--- src/rtl/fifo_sched_pkg.sv ---
// Shared types and constants for the FIFO-fed transmit scheduler.
package fifo_sched_pkg;

  localparam int DATA_W    = 8;
  localparam int DEPTH_DEF = 16;
  localparam int LEVEL_W   = 5;
  localparam int GAP_W     = 4;

  typedef enum logic [1:0] {
    ST_IDLE = 2'd0,
    ST_SEND = 2'd1,
    ST_WAIT = 2'd2,
    ST_GAP  = 2'd3
  } state_t;

endpackage

--- src/rtl/rr_arb2.sv ---
// Two-way round-robin arbiter; bit 0 is requester A, bit 1 is requester B.
module rr_arb2 (
  input  logic       clk,
  input  logic       rst,
  input  logic [1:0] req,
  output logic [1:0] gnt
);

  // Set when B holds priority for the next contested cycle.
  logic prio_b_q;
  logic prio_b_d;

  always_comb begin
    gnt      = 2'b00;
    prio_b_d = prio_b_q;
    if (req[0] && (!req[1] || !prio_b_q)) begin
      gnt[0] = 1'b1;
    end else if (req[1]) begin
      gnt[1] = 1'b1;
    end
    if (gnt[0]) begin
      prio_b_d = 1'b1;
    end else if (gnt[1]) begin
      prio_b_d = 1'b0;
    end
  end

  always_ff @(posedge clk) begin
    if (!rst) begin
      prio_b_q <= 1'b0;
    end else begin
      prio_b_q <= prio_b_d;
    end
  end

endmodule

--- src/rtl/fifo_tx_sched.sv ---
// Arbitrates two byte requesters into an external FIFO and paces FIFO bytes
// out to a transmitter with a fixed idle gap after each byte.
module fifo_tx_sched
  import fifo_sched_pkg::*;
#(
  parameter int TX_GAP = 2,
  parameter int DEPTH  = DEPTH_DEF
) (
  input  logic               clk,
  input  logic               rst,
  input  logic               en,
  input  logic               req_a,
  input  logic               req_b,
  input  logic [DATA_W-1:0]  data_a,
  input  logic [DATA_W-1:0]  data_b,
  output logic               gnt_a,
  output logic               gnt_b,
  output logic               fifo_push,
  output logic [DATA_W-1:0]  fifo_din,
  input  logic               fifo_full,
  output logic               fifo_pop,
  input  logic [DATA_W-1:0]  fifo_dout,
  input  logic               tx_ready,
  output logic               tx_start,
  output logic [DATA_W-1:0]  tx_data,
  output logic [LEVEL_W-1:0] level,
  output logic               busy,
  output state_t             dbg_state
);

  localparam logic [LEVEL_W-1:0] LEVEL_MAX = LEVEL_W'(DEPTH);
  localparam logic [GAP_W-1:0]   GAP_LAST  = GAP_W'((TX_GAP > 0) ? TX_GAP - 1 : 0);

  state_t             state_q, state_d;
  logic [LEVEL_W-1:0] level_q, level_d;
  logic [GAP_W-1:0]   gap_cnt_q, gap_cnt_d;
  logic [DATA_W-1:0]  tx_data_q, tx_data_d;
  logic               can_push;
  logic [1:0]         arb_req;
  logic [1:0]         arb_gnt;
  logic               pop;

  // Handshake: req_x/data_x is an offer held by the requester and is consumed
  // only in a cycle where gnt_x is high; fifo_push/fifo_din mirror that grant.
  assign can_push = rst && en && !fifo_full && (level_q < LEVEL_MAX);
  assign arb_req  = can_push ? {req_b, req_a} : 2'b00;

  rr_arb2 u_arb (
    .clk (clk),
    .rst (rst),
    .req (arb_req),
    .gnt (arb_gnt)
  );

  assign gnt_a     = arb_gnt[0];
  assign gnt_b     = arb_gnt[1];
  assign fifo_push = |arb_gnt;
  assign fifo_din  = arb_gnt[1] ? data_b : (arb_gnt[0] ? data_a : '0);

  always_comb begin
    state_d   = state_q;
    gap_cnt_d = gap_cnt_q;
    tx_data_d = tx_data_q;
    pop       = 1'b0;
    unique case (state_q)
      ST_IDLE: begin
        if (rst && en && (level_q != '0) && tx_ready) begin
          pop       = 1'b1;
          tx_data_d = fifo_dout;
          state_d   = ST_SEND;
        end
      end
      ST_SEND: begin
        state_d = ST_WAIT;
      end
      ST_WAIT: begin
        if (tx_ready) begin
          gap_cnt_d = '0;
          state_d   = (TX_GAP > 0) ? ST_GAP : ST_IDLE;
        end
      end
      ST_GAP: begin
        if (gap_cnt_q == GAP_LAST) begin
          gap_cnt_d = '0;
          state_d   = ST_IDLE;
        end else begin
          gap_cnt_d = gap_cnt_q + 1'b1;
        end
      end
      default: begin
        state_d = ST_IDLE;
      end
    endcase
  end

  // Occupancy is tracked here because the FIFO empty flag is unreliable after reset.
  always_comb begin
    level_d = level_q;
    if (fifo_push && !pop && (level_q != LEVEL_MAX)) begin
      level_d = level_q + 1'b1;
    end else if (pop && !fifo_push && (level_q != '0)) begin
      level_d = level_q - 1'b1;
    end
  end

  always_ff @(posedge clk) begin
    if (!rst) begin
      state_q   <= ST_IDLE;
      level_q   <= '0;
      gap_cnt_q <= '0;
      tx_data_q <= '0;
    end else begin
      state_q   <= state_d;
      level_q   <= level_d;
      gap_cnt_q <= gap_cnt_d;
      tx_data_q <= tx_data_d;
    end
  end

  assign fifo_pop  = pop;
  assign tx_start  = (state_q == ST_SEND);
  assign tx_data   = tx_data_q;
  assign level     = level_q;
  assign busy      = (state_q != ST_IDLE);
  assign dbg_state = state_q;

endmodule

--- config.mk ---
export PLATFORM = sky130hd
export DESIGN_NAME = fifo_tx_sched
export DESIGN_NICKNAME = d
export VERILOG_FILES = /design/src/rtl/fifo_sched_pkg.sv /design/src/rtl/rr_arb2.sv /design/src/rtl/fifo_tx_sched.sv
export SDC_FILE = /design/constraint.sdc
export NUM_CORES = 1
export LEC_CHECK = 0
export BUFFER_PORTS_ARGS = -buffer_cell sky130_fd_sc_hd__buf_4
export CAP_MARGIN = 20
export CORE_ASPECT_RATIO = 2
export CORE_MARGIN = 1.5
export CORE_UTILIZATION = 45
export CTS_CLUSTER_SIZE = 10
export DETAILED_ROUTE_END_ITERATION = 8
export GPL_TIMING_DRIVEN = 1
export PLACE_DENSITY = 0.75
export SETUP_SLACK_MARGIN = 0.4
export SYNTH_ARGS = -nofsm -noshare
export SYNTH_HDL_FRONTEND = slang
export SYNTH_SLANG_ARGS = --single-unit
--- constraint.sdc ---
create_clock -name clk -period 2.9 [get_ports clk]
set_input_delay 0.145 -clock clk [delete_from_list [all_inputs] [get_ports clk]]
set_output_delay 0.145 -clock clk [all_outputs]
set_load 0.02 [all_outputs]
==> results.py, run 1 <==
metrics = {
    "route": {
        "vias_per_cell": 5.41,
        "drt_wl_total_um": 3030,
        "vias": 1201,
        "drc_errors": 0,
        "drtIter0Drc": 10,
        "wire_per_inst_um": 13.6,
        "postRouteAntennaNets": 0,
        "drt_first_pass_iters": 2,
    },
    "timing": {
        "setup_tns_ns": 0,
        "drv_slew": 0,
        "finalCriticalPeriod_ns": 2.27,
        "grt_setup_unrepaired": "false",
        "relSlewSlack_pct": 52.7,
        "clock.fmax_mhz": 440,
        "setup_viol": 0,
        "min_period_over_period_pct": 78.4,
        "tightest_slew_ns": 0.703,
        "finalHoldViolCount": 0,
        "fin_skew_ns": 0.000746,
    },
    "clock_tree": {
        "cts_hold_buf": 0,
        "cts_tree": "built",
        "clk_pin_slew_ns": 0.08,
        "cts.sinks": 20,
        "clock_latency_ns": 0.26,
        "cts_root_buf": "clkbuf_8",
        "htreeDepth": 1,
        "numCtsBuffers": 3,
        "ctsLongestPathBuffers": 2,
    },
    "synth": {
        "yosys_warnings": 0,
        "avgSynthCellArea_sq_um": 9.06,
        "async_reset_ff_share_pct": 0,
        "synth-main-ff-cell": "dfxtp_1",
        "ys_types": 31,
        "syn_area_sq_mm": 0.00120,
        "syn_nets": 175,
        "synth_cells": 132,
        "ys_seq_area_share_pct": 33.5,
        "synth_edf_count": 0,
        "yosys_register_bits": 20,
    },
    "grt": {
        "grt_pass1_wl_um": 4920,
        "antenna_found_initial": 0,
        "overflow": 0,
        "grt_use_total_pct": 22.4,
        "grt_start_max_net_pins": 13,
        "grt_pass1_vias": 1231,
    },
    "power_and_ir_drop": {
        "p_leak_nw": 0.797,
        "ir_worst_vdd_uv": 431,
        "p_comb_share_pct": 50.4,
        "pwr-share-seq_pct": 29.3,
        "swShare_pct": 39.9,
        "p_per_area_mw_per_mm2": 794,
        "clockPowerShare_pct": 20.3,
        "p_total_w": 0.00140,
        "intPower_w": 0.000839,
        "p_switching_w": 0.000558,
    },
    "final_layout": {
        "drive_gt1_share_pct": 41.8,
        "final_nets": 238,
        "syn_to_final_growth_pct": 47.0,
        "fin_area_sq_mm": 0.00176,
        "final_cells": 222,
        "final_core_util_pct": 69.3,
        "insertedDiodeCount": 0,
    },
    "critical_path": {
        "setup.worst_path.class": "reg -> reg",
        "path_max_fanout": 5,
        "start_kind": "flop",
        "arrival_ns": 2.47,
        "endpoint_kind": "flop",
        "crit_required_ns": 3.09,
    },
    "die": {
        "die_height_um": 75.9,
        "dieArea_sq_mm": 0.00300,
        "die_w_um": 39.5,
        "ios": 60,
        "rows": 26,
        "coreArea_sq_mm": 0.00254,
        "initial_core_util_pct": 47.1,
    },
    "placement": {
        "dp.cells": 217,
        "hpwl_um": 2500,
        "gp_congestion": 0.774,
        "numPortBuffers": 59,
        "dpl_cell_area_sq_mm": 0.00167,
    },
    "worst_hold_path": {
        "hold_path.class": "in -> reg",
    },
    "run_status": {
        "outcome": "completed",
    },
    "run": {
        "cap_violations": 0,
    },
}
==> what timing repair did <==
action	CTS	global route
hold endpoints to repair	0	0
setup buffers	0	1
setup endpoints to repair	0	1
resized for setup	0	2
==> worst paths after layout <==
kind / startpoint / to / slack [ns] / cells after the start
max reg2reg: dbg_state[1] / level[4] / 0.63 / 12
min reg2reg: tx_data[7] / tx_data[7] / 0.50 / 2
min: fifo_dout[7] / tx_data[7] / 0.12 / 3
max: dbg_state[1] / level[4] / 0.63 / 12
==> worst max-delay path, cell delays in order, from the launching register on <==
cell and delay [ns]:
dfxtp_2 0.35, inv_1 0.10, ha_2 0.19, inv_2 0.05, a2111oi_4 0.21, nand2b_4 0.21
inv_1 0.05, fa_1 0.39, nand3b_1 0.20, nand2_1 0.08, nand2_1 0.06, o21ai_2 0.13
mux2i_1 0.19
==> stage by stage <==
stage	setup WS [ns]	hold slack, ns
floorplan	0.414	0.259
global placement	0.702	0.379
detailed placement	0.629	0.391
CTS	0.588	0.117
global route	0.423	0.126
finish	0.626	0.118
==> cell usage after synthesis, types with 2 or more instances <==
library cell / count / area [sq um]
nand2_1: 8 / 30.0
xnor2_1: 2 / 17.5
nor3_1: 3 / 15.0
a211oi_1: 2 / 15.0
inv_1: 12 / 45.0
nor2b_1: 3 / 18.8
nand3_1: 6 / 30.0
a22o_1: 8 / 70.1
dfxtp_1: 20 / 400
a21oi_1: 7 / 35.0
nand3b_1: 2 / 15.0
mux2i_1: 11 / 110
a21oi_2: 2 / 17.5
o21ai_1: 7 / 35.0
ha_1: 11 / 138
nor2_1: 13 / 48.8
==> cells in the final DEF, fill, tap and decap left out, drive strengths merged, types with 3 or more instances in the layout <==
cell / count
a21oi: 9
a22o: 8
buf: 61
clkbuf: 3
dfxtp: 20
ha: 11
inv: 12
mux2i: 11
nand2: 8
nand3: 6
nor2: 13
nor2b: 3
nor3: 4
o21ai: 9
==> power by group through the flow <==
stage | Combinational [W] | Sequential, W | Clock [W]
2_1_floorplan | 0.000402 | 0.000468 | 0
3_3_place_gp | 0.000683 | 0.000408 | 0
3_5_place_dp | 0.000700 | 0.000414 | 0
4_1_cts | 0.000703 | 0.000410 | 0.000290
5_1_grt | 0.000772 | 0.000420 | 0.000300
6_report | 0.000703 | 0.000409 | 0.000284
==> kinds of logic after synthesis <==
logic type / Yosys count / share of synthesized area, %
simple gates: 39 / 16.4
compound gates: 32 / 19.9
flops: 20 / 33.5
buf+inv: 15 / 5.65
fa+ha+maj: 12 / 13.2
mux: 11 / 9.21
xor+xnor: 3 / 2.20
==> per-layer routing <==
layer	wire length [um]	global-route usage, %	vias up
met5	0	0	-
met2	1840	45.1	49
met4	38	6.21	0
li1	-	-	589
met1	954	18.3	559
met3	192	4.97	4
==> registers in the layout (all words and copies together), names as in the netlist <==
signal / flops
tx_data: 8
level: 5
gap_cnt_q: 4
dbg_state: 2
u_arb.prio_b_q: 1
==> layout make-up <==
class	count	area, sq um
timing repair buffer	61	458
sequential	20	407
multi-input combinational	97	742
clock inverter	1	30.0
fill	203	779
inverter	12	45.0
clock buffer	3	41.3
tap	28	35.0
(Power assumes the default switching activity.)
==> inputs of run 2 (changes only) <==
--- a/config.mk
+++ b/config.mk
@@ -5,15 +5,16 @@
 export SDC_FILE = /design/constraint.sdc
 export NUM_CORES = 1
 export LEC_CHECK = 0
+export ABC_AREA = 1
 export BUFFER_PORTS_ARGS = -buffer_cell sky130_fd_sc_hd__buf_4
 export CAP_MARGIN = 20
 export CORE_ASPECT_RATIO = 2
 export CORE_MARGIN = 1.5
-export CORE_UTILIZATION = 45
+export CORE_UTILIZATION = 41
 export CTS_CLUSTER_SIZE = 10
 export DETAILED_ROUTE_END_ITERATION = 8
 export GPL_TIMING_DRIVEN = 1
-export PLACE_DENSITY = 0.75
+export PLACE_DENSITY = 0.71
 export SETUP_SLACK_MARGIN = 0.4
 export SYNTH_ARGS = -nofsm -noshare
 export SYNTH_HDL_FRONTEND = slang
==> constraint.sdc (replaced) <==
create_clock -name clk -period 2 [get_ports clk]
set_input_delay 0.1 -clock clk [delete_from_list [all_inputs] [get_ports clk]]
set_output_delay 0.1 -clock clk [all_outputs]
set_load 0.02 [all_outputs]
==> run 2 against run 1 <==
  * Clock skew increased by 0.0015 ns
  * First-iteration DRC count grew to 3.3 times the previous value
  * Non-clock buffer count up 27
  * Setup slack worse by 0.52 ns
  * Critical endpoint unchanged
  * Largest cell class unchanged
  * Highest routed layer unchanged
==> results.py, run 2 <==
metrics = {
    "route": {
        "drc_errors": 0,
        "drtIter0Drc": 33,
        "wl_met1_um": 1410,
        "vias": 1536,
        "drt_wl_total_um": 4570,
        "dr_wl_met3_um": 225,
        "postRouteAntennaNets": 0,
        "vias_per_cell": 5.22,
        "drt_first_pass_iters": 4,
        "topRoutingLayerUsed": "met4",
        "met2WireLength_um": 2820,
        "wire_per_inst_um": 15.5,
    },
    "critical_path": {
        "arrival_ns": 2.06,
        "timing.rr.start": "level[4]",
        "crit_start": "level[4]",
        "path_buf_inv": 1,
        "slowest_delay_ns": 0.37,
        "reg2reg_depth": 12,
        "crit_required_ns": 2.16,
        "reg2reg_slack_ns": 0.10,
        "start_kind": "flop",
        "setup.worst_path.end": "level[4]",
        "cp.depth": 12,
        "r2r-end": "level[4]",
        "endpoint_kind": "flop",
        "setup.worst_path.class": "reg -> reg",
        "path_delay_family": "simple AND/OR/NAND/NOR gates",
        "cp_slowest_cell": "dfxtp_4",
        "path_max_fanout": 5,
        "path_cells": "nor2_4, nand2_4, a21oi_4, nand2_8, ha_4, inv_1, o21ai_2, nand2_1, nand2_2, nand3_2, a21oi_1, nor2_1",
    },
    "grt": {
        "grt_start_max_net_pins": 13,
        "grt_pass1_wl_um": 5910,
        "antenna_found_initial": 0,
        "overflow": 0,
        "grt_use_total_pct": 23.0,
        "grt_pass1_vias": 1406,
    },
    "synth": {
        "yosys_register_bits": 20,
        "synth_most_common_cell": "nand2_1",
        "synthMuxAreaShare_pct": 0,
        "yosysTopAreaCell": "dfxtp_1",
        "async_reset_ff_share_pct": 0,
        "synth_adder_area_share_pct": 12.5,
        "synth_common_cells": "nand2_1, inv_1, dfxtp_1, a21oi_1, nor2_1",
        "synth-simple-area-share_pct": 28.9,
        "synth_cells": 172,
        "syn_nets": 215,
        "avgSynthCellArea_sq_um": 7.33,
        "synth_edf_count": 0,
        "synth_area_leaders": "dfxtp_1, nand2_1, ha_1, a21oi_1, inv_1",
        "synth-main-ff-cell": "dfxtp_1",
        "synth_top_family_by_area": "simple AND/OR/NAND/NOR gates",
        "synth_compound_area_share_pct": 16.0,
        "yosys_warnings": 0,
        "ys_seq_area_share_pct": 31.7,
        "synth_xor_area_share_pct": 1.39,
        "syn_area_sq_mm": 0.00126,
        "ys_types": 25,
        "synth_top_area_share_pct": 31.7,
    },
    "timing": {
        "timing.hold.ws_ns": 0.0792,
        "fin_skew_ns": 0.00222,
        "finalHoldViolCount": 0,
        "min_period_over_period_pct": 94.8,
        "setup_viol": 0,
        "grt_setup_unrepaired": "true",
        "clock.fmax_mhz": 527,
        "relSlewSlack_pct": 81.3,
        "tightest_slew_ns": 0.279,
        "finalCriticalPeriod_ns": 1.90,
        "drv_slew": 0,
    },
    "power_and_ir_drop": {
        "ir_worst_vdd_uv": 609,
        "p_total_w": 0.00169,
        "p_per_area_mw_per_mm2": 748,
        "p_leak_nw": 1.05,
    },
    "final_layout": {
        "drive_gt1_share_pct": 56.4,
        "insertedDiodeCount": 0,
        "mostFrequentLayoutCells": "buf_4, nand2_1, a21oi_1",
        "mostFrequentLayoutCell": "buf_4",
        "final_nets": 308,
        "syn_to_final_growth_pct": 79.0,
        "largest_register_ffs": 8,
    },
    "die": {
        "die_height_um": 81.4,
        "coreArea_sq_mm": 0.00294,
        "initial_core_util_pct": 42.9,
        "ios": 60,
        "dieArea_sq_mm": 0.00344,
        "rows": 28,
        "die_w_um": 42.2,
    },
    "placement": {
        "numPortBuffers": 59,
        "hpwl_um": 2900,
        "gp_congestion": 0.834,
    },
    "clock_tree": {
        "clk_pin_slew_ns": 0.08,
        "htreeDepth": 1,
        "clock_latency_ns": 0.27,
        "cts_tree": "built",
        "ctsLongestPathBuffers": 2,
        "cts.sinks": 20,
        "cts_hold_buf": 0,
        "cts_root_buf": "clkbuf_8",
        "numCtsBuffers": 3,
    },
    "run": {
        "cap_violations": 0,
    },
    "worst_hold_path": {
        "hold_path.class": "in -> reg",
    },
    "run_status": {
        "outcome": "completed",
    },
}
==> run 2: cell types whose count changed after synthesis, moves of 4 or more <==
cell	delta
inv_1	+9
a21oi_1	+11
o21ai_1	-7
o21ai_0	+4
nand2_1	+35
mux2i_1	-11
nor2_2	+5
==> run 2: where the power goes <==
group | switching [W] | total [W] | internal, W
sequential | 0.0000424 | 0.000490 | 0.000447
combinational | 0.000425 | 0.000828 | 0.000403
clock | 0.000152 | 0.000370 | 0.000217
==> run 2: cell type report <==
| class | instances | area, sq um |
|---|---|---|
| inverters | 27 | 123 |
| repair buffers | 88 | 688 |
| repair inverters | 1 | 7.51 |
| flip-flops and latches | 20 | 428 |
| multi-input cells | 124 | 907 |
| fillers | 202 | 686 |
| well taps | 30 | 37.5 |
| clock buffers | 4 | 66.3 |
==> run 2: worst min-delay path by stage <==
stage / start / endpoint / depth (start not counted)
2_1_floorplan: fifo_dout[0] / tx_data[0] / 2
3_3_place_gp: fifo_dout[0] / tx_data[0] / 3
3_5_place_dp: fifo_dout[0] / tx_data[0] / 3
4_1_cts: fifo_dout[0] / tx_data[0] / 3
5_1_grt: fifo_dout[3] / tx_data[3] / 3
6_report: fifo_dout[0] / tx_data[0] / 3
==> run 2: through the flow <==
step | setup TNS (ns) | area, sq um | utilization [%] | worst slack, ns | instances
2_1_floorplan | 0 | 1330 | - | 0.179 | 172
3_3_place_gp | 0 | 1810 | 61.4 | 0.165 | 260
3_5_place_dp | 0 | 1810 | 61.4 | 0.119 | 260
4_1_cts | 0 | 2030 | 69.0 | 0.181 | 278
5_1_grt | -0.00880 | 2260 | 76.7 | -0.00880 | 294
6_report | 0 | 2260 | 76.7 | 0.103 | 294
==> run 2: metal layers <==
layer	up-vias	track usage, %
met3	11	3.30
met1	729	18.7
met5	-	0
met4	0	10.3
met2	59	50.2
li1	737	-
==> run 2: cell families (layout without fill, tap and decap cells) <==
logic type	after synthesis	count (layout)
and+or+nand+nor	77	78
AOI/OAI and AO/OA	32	32
buffers and inverters	29	120
DFF	20	20
adders and majority gates	12	12
xor gates and xnor gates	2	2
==> run 2: repair_timing <==
action / CTS / global route
cloned: 0 / 2
gates resized for setup: 11 / 33
hold endpoints to repair: 0 / 0
endpoints found under the setup margin: 10 / 18
buffers inserted: 14 / 14
pin swaps: 15 / 23
==> run 2: tightest hold or removal path: cells and delay by family <==
kind,cells,cell delay (ns)
buffers and inverters,1,0.11
AND/OR/NAND/NOR,1,0.05
AO/OA/AOI/OAI,1,0.05
